--- config.mk ---
export PLATFORM = sky130hd
export DESIGN_NAME = serial_skip_adder
export DESIGN_NICKNAME = d
export VERILOG_FILES = /design/src/rtl/serial_skip_adder.sv
export SDC_FILE = /design/constraint.sdc
export NUM_CORES = 1
export LEC_CHECK = 0
export CELL_PAD_IN_SITES_DETAIL_PLACEMENT = 0
export CELL_PAD_IN_SITES_GLOBAL_PLACEMENT = 2
export CORE_MARGIN = 1.5
export CORE_UTILIZATION = 25
export CTS_CLUSTER_DIAMETER = 200
export CTS_CLUSTER_SIZE = 12
export DETAILED_ROUTE_END_ITERATION = 12
export DONT_BUFFER_PORTS = 1
export PLACE_DENSITY = 0.55
export SLEW_MARGIN = 10
export SYNTH_ARGS = -nofsm -noshare
export SYNTH_HDL_FRONTEND = slang
export SYNTH_SLANG_ARGS = --single-unit
--- constraint.sdc ---
create_clock -name clk -period 3 [get_ports clk]
set_clock_uncertainty 0.2 [all_clocks]
set_input_delay 0.45 -clock clk [delete_from_list [all_inputs] [get_ports clk]]
set_output_delay 0.45 -clock clk [all_outputs]
set_load 0.01 [all_outputs]
--- src/rtl/serial_skip_adder.sv ---
// Digit-serial adder/subtractor: D bits per clock through a registered carry-skip
// digit stage, N-bit result with carry-out and signed overflow after N/D cycles.
module serial_skip_adder #(
    parameter int N = 16,
    parameter int D = 4
) (
    input  logic         clk,
    input  logic         rst_n,
    input  logic         start,
    input  logic [N-1:0] a,
    input  logic [N-1:0] b,
    input  logic         cin,
    input  logic         sub,
    output logic         busy,
    output logic         done,
    output logic [N-1:0] sum,
    output logic         cout,
    output logic         ovf
);

    localparam int STEPS = N / D;
    localparam int CW    = (STEPS > 1) ? $clog2(STEPS) : 1;

    localparam logic [1:0] S_IDLE = 2'd0;
    localparam logic [1:0] S_RUN  = 2'd1;
    localparam logic [1:0] S_DONE = 2'd2;

    logic [1:0]    r_state;
    logic [N-1:0]  r_a;
    logic [N-1:0]  r_b;
    logic          r_carry;
    logic [CW-1:0] r_cnt;
    logic [N-1:0]  r_sum_sh;
    logic [N-1:0]  r_sum;
    logic          r_cout;
    logic          r_ovf;

    logic [D-1:0]  w_a_d;
    logic [D-1:0]  w_b_d;
    logic [D-1:0]  w_p;
    logic [D:0]    w_rc;
    logic [D-1:0]  w_dsum;
    logic          w_dcout;
    logic          w_c_msb;
    logic [N-1:0]  w_sum_next;

    assign w_a_d = r_a[D-1:0];
    assign w_b_d = r_b[D-1:0];
    assign w_p   = w_a_d ^ w_b_d;

    // Ripple chain for the digit sum; the carry-out bypasses it when every bit propagates.
    // NOTE: every output of a combinational block gets a default before any branch, so no latch is inferred.
    always_comb begin
        w_rc    = '0;
        w_dsum  = '0;
        w_rc[0] = r_carry;
        for (int i = 0; i < D; i++) begin
            w_dsum[i]  = w_p[i] ^ w_rc[i];
            w_rc[i+1]  = (w_a_d[i] & w_b_d[i]) | (w_p[i] & w_rc[i]);
        end
        w_dcout = (&w_p) ? r_carry : w_rc[D];
        w_c_msb = w_rc[D-1];
    end

    // New digit enters at the top; after STEPS shifts digit 0 sits at the bottom.
    assign w_sum_next = N'({w_dsum, r_sum_sh} >> D);

    // NOTE: state registers use non-blocking assignments so every flop samples pre-edge values.
    // NOTE: the shift registers are reset too, so a reset mid-RUN leaves no partial result behind.
    always_ff @(posedge clk or negedge rst_n) begin
        if (!rst_n) begin
            r_state  <= S_IDLE;
            r_a      <= '0;
            r_b      <= '0;
            r_carry  <= 1'b0;
            r_cnt    <= '0;
            r_sum_sh <= '0;
            r_sum    <= '0;
            r_cout   <= 1'b0;
            r_ovf    <= 1'b0;
        end else begin
            case (r_state)
                S_IDLE, S_DONE: begin
                    if (start) begin
                        r_a     <= a;
                        r_b     <= sub ? ~b : b;
                        r_carry <= sub ? 1'b1 : cin;
                        r_cnt   <= CW'(STEPS - 1);
                        r_state <= S_RUN;
                    end else begin
                        r_state <= S_IDLE;
                    end
                end
                S_RUN: begin
                    r_sum_sh <= w_sum_next;
                    r_a      <= r_a >> D;
                    r_b      <= r_b >> D;
                    r_carry  <= w_dcout;
                    if (r_cnt == '0) begin
                        r_sum   <= w_sum_next;
                        r_cout  <= w_dcout;
                        r_ovf   <= w_c_msb ^ w_dcout;
                        r_state <= S_DONE;
                    end else begin
                        r_cnt <= r_cnt - CW'(1);
                    end
                end
                default: r_state <= S_IDLE;
            endcase
        end
    end

    assign busy = (r_state == S_RUN);
    assign done = (r_state == S_DONE);
    assign sum  = r_sum;
    assign cout = r_cout;
    assign ovf  = r_ovf;

endmodule

* Yosys cells after proc, flatten, opt, wreduce, memory -nomap -nowiden
Index checks and enable logic that the tools add are counted.
** Operators by class
- Add/sub/neg operators :: 1
- Equal/unequal tests :: 5
- Mux-type cells :: 15
- Bitwise logic cells :: 19
- Reduce and logical (&&, ||, !) cells :: 8
** Operators with widths (number)
- 16-bit one-hot mux with 2 select lines :: 2
- 16-bit 2-to-1 mux :: 3
- 16-bit inverter :: 1
- 1-bit bitwise AND :: 8
- 2-bit one-hot mux with 2 select lines :: 2
- 2-bit 2-to-1 mux :: 3
- 1-bit bitwise XOR :: 5
- 2-bit zero test :: 2
- 1-bit 2-to-1 mux :: 4
- 2-bit != test, second input constant :: 2
- 1-bit bitwise OR :: 4
- 2-bit AND reduction :: 2
- 4-bit AND reduction :: 1
- 4-bit bitwise XOR :: 1
- 3-bit AND reduction :: 1
- 2-bit by 1-bit == test with 1-bit output, second input constant :: 1
- 2-bit == test, second input constant :: 1
- 2-bit by 1-bit != test with 1-bit output, second input constant :: 1
- 1-bit one-hot mux with 2 select lines :: 1
- 2-bit nonzero test :: 1
- 2-bit OR reduction :: 1
- 2-bit by 1-bit subtractor with 2-bit output, second input constant :: 1
** Storage, ports and cells
- Register bits :: 71
- Output and inout port bits :: 20
- Logic and storage cells :: 57

* Logic depth before layout (Yosys ltp)
- Word-level depth :: 11
- Depth in mapped cells :: 10

* Worst setup path before layout
Ideal clock, no wire load.
- Kind :: reg-to-reg
- Start point :: register r_a[0]
- End point :: register r_ovf, in the netlist ovf
- Data arrival time :: 2071 ps
- Slack :: 643 ps
- Stages on the path, launching flop included :: 11
- Buffers on the path :: 0
- Clock period less this slack :: 2357 ps
- Path through :: dfrtp_1 inv_1 fa_1 inv_1 fa_1 fa_1 inv_1 fa_1 a41o_1 o21a_1 o211ai_1
** Between the ends
- Longest elaborated chain between the ends :: 11
- Elaborated cells on any way between the ends :: 13
- Those cells by class :: mux: 1; bitwise: 11; reduce/logical: 1
** RTL lines
- start, declared :: RTL line 29 : logic [N-1:0] r_a;
- start signal, assigned :: RTL line 96 : r_a <= r_a >> D;
- 4-bit bitwise XOR :: RTL line 49 : assign w_p = w_a_d ^ w_b_d;
- 1-bit bitwise AND :: RTL line 59 : w_rc[i+1] = (w_a_d[i] & w_b_d[i]) | (w_p[i] & w_rc[i]);
- 1-bit bitwise OR :: RTL line 59
- 1-bit bitwise AND :: RTL line 59
- 1-bit bitwise OR :: RTL line 59
- 1-bit bitwise AND :: RTL line 59
- 1-bit bitwise OR :: RTL line 59
- 1-bit bitwise AND :: RTL line 59
- 1-bit bitwise OR :: RTL line 59
- 1-bit 2-to-1 mux :: RTL line 61 : w_dcout = (&w_p) ? r_carry : w_rc[D];
- 1-bit bitwise XOR (*) :: RTL line 102 : r_ovf <= w_c_msb ^ w_dcout;
- end signal, assigned :: RTL line 102
- end, declared :: RTL line 36 : logic r_ovf;
Mark *: on every way between the ends. The rest lies on a longest branch, timed or not.
A chain may end at the register's enable or synchronous reset.

* Worst setup path in the final report
Ends and elaborated chain as after synthesis.

==> impl_metrics.toml <==
[outcome]
status = "completed"

[final_layout]
nets = 310
syn_to_final_growth_pct = 15.0
final_common_cell = "dfrtp_1"
diodes = 0
drive_gt1_share_pct = 14.5
final_area_sq_um = 3480
fill_cells = 1222
final_cell_mix = "67 x dfrtp_1, 46 x nand2_1, 14 x mux2_2, 14 x a221o_1"

[sta]
grt_setup_unrepaired = "false"
setup-violations-final = 0
slew_viol_final = 0
min_period_ns = 2.54
max_slew_margin_pct = 38.8
hold_violations = 0
finalCritPeriodShare_pct = 84.5
timing.fmax_ghz = 0.394
setup_tns_ns = 0
tightest_slew_ns = 0.917
holdWs_ns = 0.0505

[worst_setup_path]
r2r_end = "ovf"
critPathMaxStageDelay_ns = 0.41
startpoint_type = "flip-flop"
crit_path_cell_trace = "inv_1 -> fa_1 -> inv_1 -> fa_1 -> fa_1 -> inv_1 -> fa_1 -> a41o_1 -> o21a_1 -> o211ai_1"
crit_path_end_kind = "flip-flop"
required_ns = 3.05
critPathKind = "flip-flop to flip-flop"
worstRegToRegCells = 10
startpoint = "r_a[0]"
worstPathArrival_ns = 2.59
crit_fanout = 3
crit_path_top_delay_cell = "fa_1"
r2r_start = "r_a[0]"
cp_common_cell = "fa_1"
endpoint = "ovf"
rrSetupSlack_ns = 0.46

[cts]
cts.sinks = 67
cts_tree = "built"
postCtsResizedCells = 0
cts_made_buffers = 9
post_cts_buffers = 0
clockBufferDepth = 2
clock-root-buffer = "clkbuf_16"
clk_pin_slew_ns = 0.06
insertion_delay_ns = 0.33
htreeDepth = 3

[logic_synthesis]
synthDistinctLibCells = 31
ys_ff_latch = 67
synth.area.top_cells = "dfrtp_1 55%, nand2_1 5.7%, mux2_2 5.2%"
syn_nets = 311
yosysSeqAreaShare_pct = 55.5
synth_area_sq_um = 3020
syn_area_per_cell_sq_um = 11.4
synth_top_cell_by_area = "dfrtp_1"
synth_top_area_share_pct = 55.5
synthCells = 265
yosys_warnings = 0

[global_route]
antenna_found_initial = 0
grt_pass1_wl_mm = 11.3
grt_use_met2_pct = 17.3
busiest_layer = "met2"
grt_remaining_overflow = 0
grt_pass1_vias = 2010
grt_max_degree = 68
grt_usage_pct = 11.8
grt_use_met1_pct = 15.8
use_met3_pct = 4.66

[place]
place.gp.congestion = 0.751
io_buffer_count = 0
dpl.hpwl_mm = 4.51
placed_area_sq_um = 3110

[worst_hold_path]
hp-class = "input port to flip-flop"
hold_start = "a[9]"

[floorplanning]
die_area_sq_um = 12800
io_pins = 57
start_util_pct = 26.0
die_h_um = 113
core_sq_um = 11600
std_cell_rows = 39
die_w_um = 113

[route]
drtAntennaViolNets = 0
firstDrtPassIters = 4
remaining_drc_errors = 0
vias_per_cell = 4.58
wl_per_cell_um = 16.6
routed_wl_mm = 6.86
vias = 1887
drtIter0Drc = 111

[power_and_ir_drop]
p_per_area_nw_per_um2 = 1180
ir_drop_mv = 0.424
leakage_nw = 1.60

[run]
cap_violations = 0
## synthesized netlist by cell type
master / number
a21oi_1: 2
a221o_1: 14
a22o_1: 8
a22oi_1: 10
a41o_1: 1
and4b_1: 1
buf_2: 9
buf_4: 1
buf_6: 6
clkbuf_1: 3
dfrtp_1: 67
fa_1: 4
ha_1: 5
inv_1: 10
inv_4: 1
mux2_2: 14
nand2_1: 46
nand2b_1: 2
nand3_1: 12
nand3b_1: 1
nand4_1: 1
nor2_1: 12
nor2_2: 1
nor2b_1: 2
nor3_1: 4
nor3b_1: 1
o211ai_1: 3
o21a_1: 1
o21ai_0: 7
xnor2_1: 12
xor2_1: 4
## layer usage
metal	wire length [um]	vias up
met3	460	9
met4	97	0
met5	0	-
met2	3040	59
met1	3260	905
li1	-	914
## critical path: cells and delay by family (launching register included)
kind            cells  cell delay [ns]
compound gates      3             0.53
fa+ha+maj           4             1.16
flops               1             0.35
buf+inv             3             0.22
## sequential cells by signal (all words and copies together) (netlist names), 2 cells and up
| signal | count |
|---|---|
| sum | 16 |
| r_state | 2 |
| r_cnt | 2 |
| r_a | 16 |
| r_b | 16 |
| r_sum_sh | 12 |
## per-stage QoR
stage          power (mW)  cells  util [%]  setup slack [ns]
2_1_floorplan        2.69    265         -             0.643
3_3_place_gp         2.98    394      26.8             0.520
3_5_place_dp         3.01    394      26.8             0.479
4_1_cts              4.21    412      29.9             0.444
5_1_grt              4.47    412      29.9             0.285
6_report             4.11    412      29.9             0.465
## worst min-delay path by stage
stage	endpoint	slack, ns	cells after the start
finish	r_a[9]	0.05	2
global route	r_a[3]	0.05	1
CTS	r_a[9]	0.04	2
detailed placement	sum[9]	-0.04	0
global placement	sum[9]	-0.04	0
floorplan	cout	-0.05	0
## where the power goes
group	switching (mW)	internal, mW
sequential	0.334	1.31
clock	0.392	0.749
combinational	0.759	0.565
## cells by family (layout without fill, tap and decap cells)
kind of cell    Yosys count  after routing  share of synthesized area (%)
xor+xnor                 16             16                           4.64
flops                    67             67                           55.5
buf+inv                  30             34                           5.79
compound gates           46             46                           12.3
simple gates             83             83                           11.9
fa+ha+maj                 9              9                           4.72
mux                      14             14                           5.22
## timing repair
| item | in CTS | in global routing |
|---|---|---|
| endpoints found under the hold margin | 67 | 0 |
| setup endpoints to repair | 0 | 0 |
| hold buffers | 2 | 0 |
## area by class of cell
type	count	area (sq um)	area share [%]
clock buffers	10	239	6.88
clock inverters	6	88.8	2.56
inverters	11	43.8	1.26
multi-input cells	168	1170	33.8
flip-flops and latches	67	1680	48.2
well taps	143	179	5.15
repair buffers	7	75.1	2.16
Power figures use the tool's default switching activity.
==> patch 1 (config.mk and constraints unchanged) <==
Add an input register stage for `start`, `a`, `b`, `cin` and `sub`, cleared by the reset; this delays them by one clock. Comments in the files are not updated.
--- a/src/rtl/serial_skip_adder.sv
+++ b/src/rtl/serial_skip_adder.sv
@@ -24,6 +24,28 @@
     localparam logic [1:0] S_IDLE = 2'd0;
     localparam logic [1:0] S_RUN  = 2'd1;
     localparam logic [1:0] S_DONE = 2'd2;
+
+    logic start_q;
+    logic [N-1:0] a_q;
+    logic [N-1:0] b_q;
+    logic cin_q;
+    logic sub_q;
+
+    always_ff @(posedge clk or negedge rst_n) begin
+        if (!rst_n) begin
+            start_q <= '0;
+            a_q     <= '0;
+            b_q     <= '0;
+            cin_q   <= '0;
+            sub_q   <= '0;
+        end else begin
+            start_q <= start;
+            a_q     <= a;
+            b_q     <= b;
+            cin_q   <= cin;
+            sub_q   <= sub;
+        end
+    end
 
     logic [1:0]    r_state;
     logic [N-1:0]  r_a;
@@ -81,10 +103,10 @@
         end else begin
             case (r_state)
                 S_IDLE, S_DONE: begin
-                    if (start) begin
-                        r_a     <= a;
-                        r_b     <= sub ? ~b : b;
-                        r_carry <= sub ? 1'b1 : cin;
+                    if (start_q) begin
+                        r_a     <= a_q;
+                        r_b     <= sub_q ? ~b_q : b_q;
+                        r_carry <= sub_q ? 1'b1 : cin_q;
                         r_cnt   <= CW'(STEPS - 1);
                         r_state <= S_RUN;
                     end else begin
Check against the original RTL: not equivalent (Yosys sat finds a counterexample within 4 cycles, from zero or initial values and one cycle with rst_n low).
==> patch 1 against the original RTL <==
  * The flow now finishes with violations (hold timing)
  * Final area increased by 35%
  * Hold slack worse by 0.44 ns
  * Die area is 26% higher
  * First-iteration DRC count shrank 14%
  * Clock power grew 11%
  * Power is 15% higher
  * Final cell count is 28% higher
  * Sequential cell count rose by 35
  * Routed wire length up 8.3%
  * Worst setup slack gained 0.014 ns
  * Global-route usage shrank 1.4 points
  * Area after synthesis increased by 27%
  * Core utilization up 1.1 points
  * Sequential share of layout area grew 6.3 points
  * Largest cell class unchanged
==> patch 1: results (changes against the original RTL) <==
* DRT Pass-1 Iters at 4 (unchanged)
* Largest net degree at the start of global routing at 103 (+51%)
* Routed wire length at 7.423 mm (+8.3%)
* Yosys cell types at 25 (-19%)
* Synth top cells by count: 102 x dfrtp_1, 61 x nand2_1, 17 x xnor2_1, 15 x nor2_1
* Share of cells above drive strength 1 at 11.54% (-3.0 points)
* HPWL after DPL at 4.480 mm (-0.60%)
* Seq/Total Area, Yosys at 66.47% (+11 points)
* Crit Path Max Fanout at 3 (unchanged)
* Final hold vios at 102 (+102)
* Routed vias at 2215 (+17%)
* Peak VDD IR at 537.9 uV (+27%)
* Setup WS pre-CTS at 0.4671 ns (-0.01217 ns)
* Hold_ws at -0.3928 ns (-0.4433 ns)
* Htree depth at 3 (unchanged)
* Failing checks: hold timing
* Initial DRC count at 96 (-14%)
* Initial antenna violation count at 0 (unchanged)
* Global-route wire length before repair at 12.59 mm (+11%)
* Crit path DAT at 2.54 ns (-0.05 ns)
* Worst-skew pair later-pin latency at 0.34 ns
* Placed insts at 475 (+21%)
* Nets at 379 (+22%)
* Vias in the first global route at 2322 (+16%)
* Post-Syn Nets at 345 (+11%)
* Outcome: finished with violations
* FFs w/ async S/R, synth at 100.0% (unchanged)
* Clock Path Buffers at 2 (unchanged)
* Gpl congestion at 0.7023 (-6.5%)
* PostCTS Resize Cnt at 0 (unchanged)
* Max transition margin at 50.17% (+11 points)
* Synth top area cells: dfrtp_1 66%, nand2_1 6.0%, mux2_2 4.1%, xnor2_1 3.9%, a221o_1 3.6%
* Vias/cell at 4.211 (-8.1%)
* Hold-fix buffers, CTS at 35 (+33)
* # diodes at 0 (unchanged)
* Total track usage at 10.40% (-1.4 points)
* Port Buffers at 0 (unchanged)
* Postcts setup bufs at 0 (unchanged)
* Path type of the worst min-delay path: primary input to async pin
* LEAKAGE at 2.140 nW (+33%)
* Synth warn at 0 (unchanged)
* Total CTS buffers at 9 (unchanged)
* CTS root buffer: clkbuf_16
* Post-synthesis area per instance at 12.84 um2 (+13%)
* Reg clk slew, reported paths at 0.07 ns
-- patch 1: cell types whose count changed after synthesis, sizes merged, moves of 5 or more --
cell / before / now
nand3: 12 / 0
dfrtp: 67 / 102
nand2: 46 / 62
xnor2: 12 / 17
o21ai: 7 / 12
-- patch 1: path summary, 6_finish.rpt --
kind / startpoint / slack (ns) / cells after the start / to
max in group asynchronous: rst_n / 2.82 / 0 / b_q[4]$_DFF_PN0_
max reg2reg: r_a[0]$_DFFE_PN0P_ / 0.48 / 10 / ovf$_DFFE_PN0P_
min reg2reg: a_q[11]$_DFF_PN0_ / 0.27 / 2 / r_a[11]$_DFFE_PN0P_
max: r_a[0]$_DFFE_PN0P_ / 0.48 / 10 / ovf$_DFFE_PN0P_
min: rst_n / -0.39 / 0 / sum[10]$_DFFE_PN0P_
min in group clk: a_q[11]$_DFF_PN0_ / 0.27 / 2 / r_a[11]$_DFFE_PN0P_
-- patch 1: cell type report --
cell class / instances / area (um2)
inverter: 11 / 43.79
clock inverter: 7 / 102.6
multi-input combinational: 169 / 1137
fill: 1565 / 10410
tap: 188 / 235.2
clock buffer: 9 / 225.2
sequential: 102 / 2552
timing repair buffer: 40 / 387.9
-- patch 1: report_power, final --
part | internal (mW) | total (mW) | leakage, nW | switching (mW)
Clock | 0.743 | 1.27 | 0.162 | 0.523
Combinational | 0.585 | 1.30 | 0.725 | 0.719
Sequential | 1.81 | 2.16 | 1.25 | 0.348
-- patch 1: layer usage --
layer | vias to the layer above | routed length [um] | GRT usage [%]
li1 | 1061 | - | -
met1 | 1096 | 3577 | 13.62
met2 | 49 | 3358 | 15.54
met3 | 9 | 340 | 3.627
met4 | 0 | 146 | 4.612
met5 | - | 0 | 0
-- patch 1: metrics by stage --
step	utilization (%)	instance area, um2
final	31.04	4684
after global routing	31.04	4684
after CTS	31.04	4684
after detailed placement	26.55	4006
after global placement	26.55	4006
after floorplan	-	3840
-- patch 1: logic make-up (layout without fill, tap and decap cells) --
kind of cell | after synthesis | in the layout | share of synthesized area (%)
flops | 102 | 102 | 66.47
simple gates | 85 | 85 | 8.928
compound gates | 43 | 43 | 8.537
buf+inv | 28 | 67 | 3.975
xor+xnor | 17 | 17 | 3.877
mux | 15 | 15 | 4.496
fa+ha+maj | 9 | 9 | 3.715
-- patch 1: critical path: stages (launching register included) --
cell     delay, ns
dfrtp_1       0.35
inv_1         0.07
fa_1          0.41
inv_1         0.08
fa_1          0.18
fa_1          0.17
inv_1         0.07
fa_1          0.34
mux2_2        0.31
xnor2_1       0.13
o21ai_0       0.08
==> patch 2 (config.mk and constraints unchanged) <==
Made on the original files. `N`: 16 -> 8.
--- a/src/rtl/serial_skip_adder.sv
+++ b/src/rtl/serial_skip_adder.sv
@@ -1,7 +1,7 @@
 // Digit-serial adder/subtractor: D bits per clock through a registered carry-skip
 // digit stage, N-bit result with carry-out and signed overflow after N/D cycles.
 module serial_skip_adder #(
-    parameter int N = 16,
+    parameter int N = 8,
     parameter int D = 4
 ) (
     input  logic         clk,
Interface: changed (resized a, b and sum); port bits go from 57 to 33. No check against the original RTL was run, so the function may have changed too.
==> patch 2 against the original RTL <==
  * Power is 51% lower
  * Area after synthesis is 46% lower
  * Worst setup slack worse by 0.050 ns
  * Combinational power is 38% lower
  * Hold slack better by 0.053 ns
  * Final area is 48% lower
  * Sequential cell count is 33 lower
  * Routed wire length is 50% lower
  * Critical endpoint is now r_carry$_DFFE_PN0P_
  * Highest routed layer unchanged
==> patch 2: results (changes against the original RTL) <==
* Outcome: completed
* Switching Share at 40.74% (+4.6 points)
* Hold_ws at 0.1031 ns (+0.05263 ns)
* CTS root buffer: clkbuf_8
* Routed WL per cell at 14.94 um (-10%)
* Worst r2r dst: r_carry$_DFFE_PN0P_
* LEAKAGE at 0.8460 nW (-47%)
* Gpl congestion at 0.8471 (+13%)
* Crit Reg-Reg Startpoint: r_b[0]$_DFFE_PN0P_
* R2R Setup Slk at 0.41 ns (-0.05 ns)
* Worst-skew pair later-pin latency at 0.28 ns (-0.05 ns)
* Post-Synth XOR/XNOR Area at 4.324% (-0.31 points)
* Clock power share at 17.2% (-11 points)
* Peak VDD IR at 312.9 uV (-26%)
* Multi-input gate share of total cell area at 36.94% (+3.2 points)
* Seq/Total Area, Yosys at 52.51% (-3.0 points)
* Cell count after synthesis at 148 (-44%)
* Vias/cell at 4.482 (-2.1%)
* Worst Hold End: r_a[2]$_DFFE_PN0P_
* Critical Path Slowest Stage Cell: dfrtp_1
* M1 WL at 1.633 mm (-50%)
* Total CTS buffers at 5 (-4)
* Post-Syn Nets at 177 (-43%)
* Internal at 1.198 mW (-54%)
* CTS sink count at 34 (-49%)
* Yosys cell types at 32 (+3.2%)
* Synth top cells by count: 34 x dfrtp_1, 34 x nand2_1, 8 x a22o_1, 7 x inv_1, 7 x nor2_1
* # fillers at 672 (-45%)
* FFs w/ async S/R, synth at 100.0% (unchanged)
* Max transition margin at 53.59% (+15 points)
* GR Util met1 at 13.85% (-1.9 points)
* Htree depth at 2 (-1)
* Initial DRC count at 69 (-38%)
* Fraction of area in registers at 47.49% (-0.75 points)
* Post-synthesis mux area share at 0% (-5.2 points)
* Wire length on met3 at 204 um (-56%)
* Global-route wire length before repair at 5.782 mm (-49%)
* Highest Signal Layer: met4
* Synth top area cells: dfrtp_1 53%, nand2_1 7.9%, fa_1 4.9%, a22o_1 4.3%, a221o_1 3.7%
* Total track usage at 10.77% (-1.1 points)
* # clk buffers at 7 (-3)
* Hold path depth at 2 (unchanged)
* Clk tree area frac at 5.098% (-4.3 points)
* Slowest stage delay, CP at 0.39 ns (-0.02 ns)
* Combinational fraction of design power at 40.6% (+8.4 points)
* Comb_multi_in at 96 (-43%)
* Share of cells above drive strength 1 at 11.26% (-3.2 points)
* Vias in the first global route at 1098 (-45%)
* Non-CTS buffers at 4 (-3)
* Synth Area in Compound Gates at 14.52% (+2.3 points)
* HPWL after DPL at 2.376 mm (-47%)
* Metal2 WL at 1.544 mm (-49%)
* HP Start: a[2]
* Met2 Usage GRT at 17.00% (-0.32 points)
-- patch 2: cell types whose count changed after synthesis, moves of 8 or more --
cell     before  now
xnor2_1      12    4
mux2_2       14    0
a221o_1      14    6
a22oi_1      10    2
nand3_1      12    3
nand2_1      46   34
dfrtp_1      67   34
-- patch 2: through the flow --
step           cell area, um2  instances  worst slack [ns]  utilization (%)
6_report                 1792        228            0.4149            28.38
2_1_floorplan            1620        148            0.5963                -
4_1_cts                  1792        228            0.3821            28.38
3_5_place_dp             1670        218            0.4073            26.46
3_3_place_gp             1670        218            0.4737            26.46
5_1_grt                  1792        228            0.2517            28.38
-- patch 2: cells by family (layout without fill, tap and decap cells) --
group,after synthesis,count (layout)
AOI/OAI and AO/OA,27,27
adders and majority gates,8,8
xor gates and xnor gates,8,8
and+or+nand+nor,53,53
DFF,34,34
buffers and inverters,18,21
-- patch 2: how the worst max path moves through the flow --
| stage | startpoint | end | slack [ns] | cells after the start |
|---|---|---|---|---|
| after floorplan | r_a[0]$_DFFE_PN0P_ | r_carry$_DFFE_PN0P_ | 0.60 | 10 |
| after global placement | r_b[0]$_DFFE_PN0P_ | ovf$_DFFE_PN0P_ | 0.47 | 10 |
| after detailed placement | r_b[0]$_DFFE_PN0P_ | r_carry$_DFFE_PN0P_ | 0.41 | 10 |
| after CTS | r_b[0]$_DFFE_PN0P_ | r_carry$_DFFE_PN0P_ | 0.38 | 10 |
| after global routing | r_a[0]$_DFFE_PN0P_ | r_carry$_DFFE_PN0P_ | 0.25 | 10 |
| final | r_b[0]$_DFFE_PN0P_ | r_carry$_DFFE_PN0P_ | 0.41 | 10 |
-- patch 2: what timing repair did --
item	4_1_cts	5_1_grt
hold buffers	2	0
hold endpoints to repair	34	0
resized for setup	0	0
